==> config.mk <==
export PLATFORM = sky130hd
export DESIGN_NAME = regbank_arbiter
export DESIGN_NICKNAME = d
export VERILOG_FILES = /design/src/rtl/regbank_arbiter.sv
export SDC_FILE = /design/constraint.sdc
export NUM_CORES = 1
export LEC_CHECK = 0
export CAP_MARGIN = 5
export CORE_UTILIZATION = 30
export CTS_BUF_LIST = sky130_fd_sc_hd__clkbuf_4
export DETAILED_ROUTE_END_ITERATION = 16
export HOLD_SLACK_MARGIN = 0.06
export PLACE_DENSITY = 0.67
export SETUP_SLACK_MARGIN = 0.2
export SYNTH_ARGS = -nofsm -noshare
export SYNTH_HDL_FRONTEND = slang
export SYNTH_SLANG_ARGS = --single-unit
export TNS_END_PERCENT = 5
==> constraint.sdc <==
create_clock -name clk -period 2.9 [get_ports clk]
set_clock_uncertainty 0.1 [all_clocks]
set_input_delay 0.58 -clock clk [delete_from_list [all_inputs] [get_ports clk]]
set_output_delay 0.58 -clock clk [all_outputs]
set_load 0.03 [all_outputs]
==> src/rtl/regbank_arbiter.sv <==
// Round-robin arbiter sharing a register bank between NREQ requesters (one read or
// write per grant), plus a one-register-per-cycle bank-clear sweep.
module regbank_arbiter #(
  parameter int unsigned NREQ = 4,
  parameter int unsigned NREG = 8,
  parameter int unsigned AW   = 3,
  parameter int unsigned DW   = 16
) (
  input  logic                      clk,
  input  logic                      reset,
  input  logic [NREQ-1:0]           req,
  input  logic [NREQ-1:0]           req_wr,
  input  logic [NREQ*AW-1:0]        req_addr,
  input  logic [NREQ*DW-1:0]        req_wdata,
  output logic [NREQ-1:0]           gnt,
  output logic [DW-1:0]             rdata,
  output logic                      rvalid,
  output logic [$clog2(NREQ)-1:0]   rid,
  input  logic                      clr_start,
  output logic                      clr_busy,
  output logic [NREG-1:0]           reg_en,
  output logic [DW-1:0]             reg_d,
  input  logic [NREG*DW-1:0]        reg_q
);

  localparam int unsigned IW = $clog2(NREQ);
  localparam int unsigned CW = (NREG > 1) ? $clog2(NREG) : 1;

  typedef enum logic [1:0] {
    IDLE  = 2'd0,
    GNT   = 2'd1,
    CLEAR = 2'd2
  } state_t;

  state_t          state, state_nxt;
  logic [IW-1:0]   ptr, ptr_nxt;
  logic [IW-1:0]   win, win_nxt;
  logic            op_wr, op_wr_nxt;
  logic [AW-1:0]   op_addr, op_addr_nxt;
  logic [DW-1:0]   op_wdata, op_wdata_nxt;
  logic [CW-1:0]   clr_idx, clr_idx_nxt;
  logic            clr_pending, clr_pending_nxt;

  logic [NREQ-1:0] gnt_nxt;
  logic [NREG-1:0] reg_en_nxt;
  logic [DW-1:0]   reg_d_nxt;
  logic [DW-1:0]   rdata_nxt;
  logic            rvalid_nxt;
  logic            clr_busy_nxt;
  logic [IW-1:0]   rid_nxt;

  logic            found;
  logic [IW-1:0]   sel;
  logic [IW-1:0]   cand;
  logic            sel_wr;
  logic [AW-1:0]   sel_addr;
  logic [DW-1:0]   sel_wdata;
  logic [DW-1:0]   rd_word;

  // Round-robin search: first active request at or after the pointer
  always_comb begin
    found = 1'b0;
    sel   = '0;
    cand  = '0;
    for (int k = 0; k < NREQ; k++) begin
      cand = IW'((int'(ptr) + k) % NREQ);
      if (!found && req[cand]) begin
        found = 1'b1;
        sel   = cand;
      end
    end
  end

  // Operands of the selected requester
  always_comb begin
    sel_wr    = 1'b0;
    sel_addr  = '0;
    sel_wdata = '0;
    for (int i = 0; i < NREQ; i++) begin
      if (sel == IW'(i)) begin
        sel_wr    = req_wr[i];
        sel_addr  = req_addr[i*AW +: AW];
        sel_wdata = req_wdata[i*DW +: DW];
      end
    end
  end

  // Read mux; addresses beyond the bank read as zero
  always_comb begin
    rd_word = '0;
    for (int r = 0; r < NREG; r++) begin
      if (op_addr == AW'(r)) begin
        rd_word = reg_q[r*DW +: DW];
      end
    end
  end

  // State and output registers
  always_ff @(posedge clk or posedge reset) begin
    if (reset) begin
      state       <= IDLE;
      ptr         <= '0;
      win         <= '0;
      op_wr       <= 1'b0;
      op_addr     <= '0;
      op_wdata    <= '0;
      clr_idx     <= '0;
      clr_pending <= 1'b0;
      gnt         <= '0;
      reg_en      <= '0;
      reg_d       <= '0;
      rdata       <= '0;
      rvalid      <= 1'b0;
      rid         <= '0;
      clr_busy    <= 1'b0;
    end else begin
      state       <= state_nxt;
      ptr         <= ptr_nxt;
      win         <= win_nxt;
      op_wr       <= op_wr_nxt;
      op_addr     <= op_addr_nxt;
      op_wdata    <= op_wdata_nxt;
      clr_idx     <= clr_idx_nxt;
      clr_pending <= clr_pending_nxt;
      gnt         <= gnt_nxt;
      reg_en      <= reg_en_nxt;
      reg_d       <= reg_d_nxt;
      rdata       <= rdata_nxt;
      rvalid      <= rvalid_nxt;
      rid         <= rid_nxt;
      clr_busy    <= clr_busy_nxt;
    end
  end

  // Next state; a clear always beats pending requests in IDLE
  always_comb begin
    state_nxt       = state;
    ptr_nxt         = ptr;
    win_nxt         = win;
    op_wr_nxt       = op_wr;
    op_addr_nxt     = op_addr;
    op_wdata_nxt    = op_wdata;
    clr_idx_nxt     = clr_idx;
    clr_pending_nxt = clr_pending;
    case (state)
      IDLE: begin
        if (clr_pending || clr_start) begin
          state_nxt       = CLEAR;
          clr_idx_nxt     = '0;
          clr_pending_nxt = 1'b0;
        end else if (found) begin
          state_nxt    = GNT;
          win_nxt      = sel;
          op_wr_nxt    = sel_wr;
          op_addr_nxt  = sel_addr;
          op_wdata_nxt = sel_wdata;
        end
      end
      GNT: begin
        state_nxt = IDLE;
        ptr_nxt   = (win == IW'(NREQ - 1)) ? '0 : win + IW'(1);
        if (clr_start) clr_pending_nxt = 1'b1;
      end
      CLEAR: begin
        if (clr_start) clr_pending_nxt = 1'b1;
        if (clr_idx == CW'(NREG - 1)) begin
          state_nxt = IDLE;
        end else begin
          clr_idx_nxt = clr_idx + CW'(1);
        end
      end
      default: state_nxt = IDLE;
    endcase
  end

  // Output values for the coming cycle, registered alongside the state
  always_comb begin
    gnt_nxt      = '0;
    reg_en_nxt   = '0;
    reg_d_nxt    = '0;
    clr_busy_nxt = 1'b0;
    rvalid_nxt   = 1'b0;
    rid_nxt      = rid;
    rdata_nxt    = rdata;
    case (state_nxt)
      GNT: begin
        for (int i = 0; i < NREQ; i++) begin
          gnt_nxt[i] = (win_nxt == IW'(i));
        end
        if (op_wr_nxt) begin
          reg_d_nxt = op_wdata_nxt;
          for (int r = 0; r < NREG; r++) begin
            reg_en_nxt[r] = (op_addr_nxt == AW'(r));
          end
        end
      end
      CLEAR: begin
        clr_busy_nxt = 1'b1;
        for (int r = 0; r < NREG; r++) begin
          reg_en_nxt[r] = (clr_idx_nxt == CW'(r));
        end
      end
      default: ;
    endcase
    if (state == GNT && !op_wr) begin
      rvalid_nxt = 1'b1;
      rid_nxt    = win;
      rdata_nxt  = rd_word;
    end
  end

endmodule

==> out/results.ini <==
[outcome]
outcome = complete, no violations

[power]
p_per_area_nw_per_um2 = 819
p_int_w = 0.00355
p_leak_nw = 3.54
power.switching_w = 0.00305
switching_share = 0.462
combinationalPowerShare = 0.653
p_clk_frac = 0.092
power_frac_seq = 0.256
peakVddDrop_mv = 0.343
power_w = 0.00661

[critical_path]
crit_fanout = 7
critPathLaunchType = register
cpPeakStageDelay_ps = 430
crit_slowest_cell = dfrtp_1
crit_type = reg -> reg
end_kind = register
required_ps = 3150
worstPathArrival_ps = 2870
setup.worst_path.start = state[1]$_DFF_PP0_
path_cells = inv_1 -> ha_1 -> or3b_1 -> nor2_2 -> buf_4 -> nor2_1 -> a31oi_2 -> o211ai_4 -> nand2b_1 -> o32ai_1
r2r_start = state[1]$_DFF_PP0_

[timing]
relSlewSlack = 0.667
max_freq_ghz = 0.383
maxSlewViolCount = 0
fin_crit_ps = 2610
timing.hold.ws_ps = 265
setup_ws_ps = 288
hold_violations = 0
worst_pin_slew_ps = 500
rsz0062_at_grt = true
min_period_over_period = 0.901
setup_viol = 0

[grt]
grt_pass1_wl_um = 25800
grt_max_degree = 45
grt_pass1_vias = 5061
antenna_found_initial = 0
grt-ovfl-total = 0
track_usage = 0.202

[clock_tree]
clk_pin_slew_ps = 140
max-clock-path-buffers = 2
htreeDepth = 3
cts_tree = built
cts_hold_buf = 0
cts_root_buf = clkbuf_4
clk_latency_ps = 440
cts_buffers = 9
clock_sinks = 78

[route]
dr.max_layer_used = met4
dr.first_iter.drc_count = 214
route.met3.wl_um = 1460
route.met2.wl_um = 8580
dr.pass1.iters = 6
vias = 5256
wl_per_cell_um = 16.0
final_antenna_net_count = 0
viasPerCell = 4.87
wirelength_um = 17300
drt-met1-wl_um = 6770
remaining_drc_errors = 0

[floorplanning]
start_util = 0.307
rows = 46
die_height_um = 130
core_um2 = 15900
io_pins = 263
die_area_um2 = 16900
die_w_um = 130

[yosys]
synthTopCellsByCount = nand2_1 (113), dfrtp_1 (78), nand3_1 (52)
synthFlopType = dfrtp_1
synth.most_common_cell = nand2_1
syn_nets = 813
synth.avg_cell_area_um2 = 8.31
ys_seq_area_frac = 0.398
yosys.area.top_type_share = 0.398
ys_warn_count = 0
synth_async_sr_flop_share = 1.00
synth_edf_count = 0
synth_cell_types = 50
yosys-top-cells-area = dfrtp_1 (40%), nand2_1 (8.7%), mux2i_1 (7.1%)
synth_seq_cells = 78
synthesis.instances = 590
synthesis.area_um2 = 4900
yosysTopAreaCell = dfrtp_1

[placement]
globalplace.congestion = 0.954
place_worst_setup_slack_ps = -136
hpwl_um = 13900
io_buffer_count = 262

[final_layout]
multi_input_area_um2 = 2760
fill_cells = 1531
register_area_um2 = 1950
layout-drive-gt1-share = 0.0974
syn2layout_area_growth_pct = 64.6
fin_nets = 1080

[worst_hold_path]
hold_path_class = in -> async

[run]
cap_violations = 0

==> power by group through the flow <==
stage | logic (W) | registers [W] | clock network (W)
2_1_floorplan | 0.00240 | 0.00202 | 0
3_3_place_gp | 0.00426 | 0.00171 | 0
3_5_place_dp | 0.00429 | 0.00172 | 0
4_1_cts | 0.00430 | 0.00170 | 0.000631
5_1_grt | 0.00472 | 0.00174 | 0.000686
6_report | 0.00431 | 0.00169 | 0.000605
==> layout by cell type (no fill, tap or decap), types with 2 or more instances in the layout <==
cell type        instances
clkdlybuf4s50_1        262
nand2_1                113
dfrtp_1                 77
nand3_1                 52
a21oi_1                 46
o21ai_0                 42
buf_4                   37
mux2i_1                 35
nor2_1                  33
mux2_2                  16
a21o_1                  16
a22oi_1                 13
inv_1                   10
nand2b_1                 9
clkbuf_4                 9
nor2b_1                  8
ha_1                     8
a211oi_1                 7
and2_1                   5
a22o_1                   5
a221oi_1                 5
o21a_1                   4
o22ai_1                  3
a211o_1                  3
o32ai_1                  3
inv_6                    3
nor2_2                   2
nor3_1                   2
a31oi_1                  2
clkinv_2                 2
clkinvlp_4               2
==> timing repair <==
item | CTS | global route
resized for setup | 0 | 3
buffers inserted | 0 | 1
endpoints found under the setup margin | 0 | 24
==> sequential cells by signal, summed over array words and instances, names as in the netlist <==
name         flops
op_addr          3
win              2
clr_busy         1
state            2
reg_d           16
ptr              2
clr_idx          3
op_wdata        16
reg_en           8
op_wr            1
gnt              4
clr_pending      1
rvalid           1
rid              2
rdata           16
==> cell type report <==
type                            instances  area share
Antenna cell                            1    0.000310
Multi-Input combinational cell        457       0.342
Tap cell                              216      0.0335
Timing Repair Buffer                  300       0.362
Clock buffer                            9     0.00837
Inverter                               11     0.00527
Clock inverter                          7     0.00682
Sequential cell                        78       0.242
==> critical path, delay by kind of cell (launching register included) <==
kind            cells  cell delay, ps
fa+ha+maj           1             220
simple gates        4             820
buf+inv             2             260
flops               1             430
compound gates      3             690
==> stage by stage <==
step,cell area (um^2),cells,setup TNS [ps],util
floorplan,4910,590,0,-
global placement,7920,1061,-413,0.497
detailed placement,7920,1061,-764,0.497
CTS,8040,1077,0,0.505
global route,8070,1078,0,0.506
finish,8070,1079,0,0.506
==> path summary, 6_finish.rpt <==
check                                               to  slack, ps  cells past startpoint
worst min-delay path            op_wdata[11]$_DFF_PP0_        260                      2
max in group asynchronous         op_addr[0]$_DFF_PP0_       1850                      3
min in group clk                 op_wdata[7]$_DFF_PP0_        380                      2
worst max register to register     reg_en[5]$_DFF_PP0_        290                     10
worst min register to register   op_wdata[7]$_DFF_PP0_        380                      2
worst max-delay path               reg_en[5]$_DFF_PP0_        290                     10
==> kinds of logic (layout without fill, tap and decap cells) <==
family | count (synthesis) | in the layout | synth area share
DFF | 78 | 78 | 0.398
other | 0 | 1 | 0
and+or+nand+nor | 236 | 236 | 0.217
muxes | 51 | 51 | 0.108
adders and majority gates | 8 | 8 | 0.0204
AOI/OAI and AO/OA | 162 | 162 | 0.213
buffers and inverters | 55 | 327 | 0.0439
==> routing by layer <==
metal / vias to the layer above / global-route usage
li1: 2618 / -
met1: 2374 / 0.227
met2: 235 / 0.362
met3: 29 / 0.0439
met4: 0 / 0.0958
met5: - / 0
No activity file was read; power rests on OpenSTA's default activity.
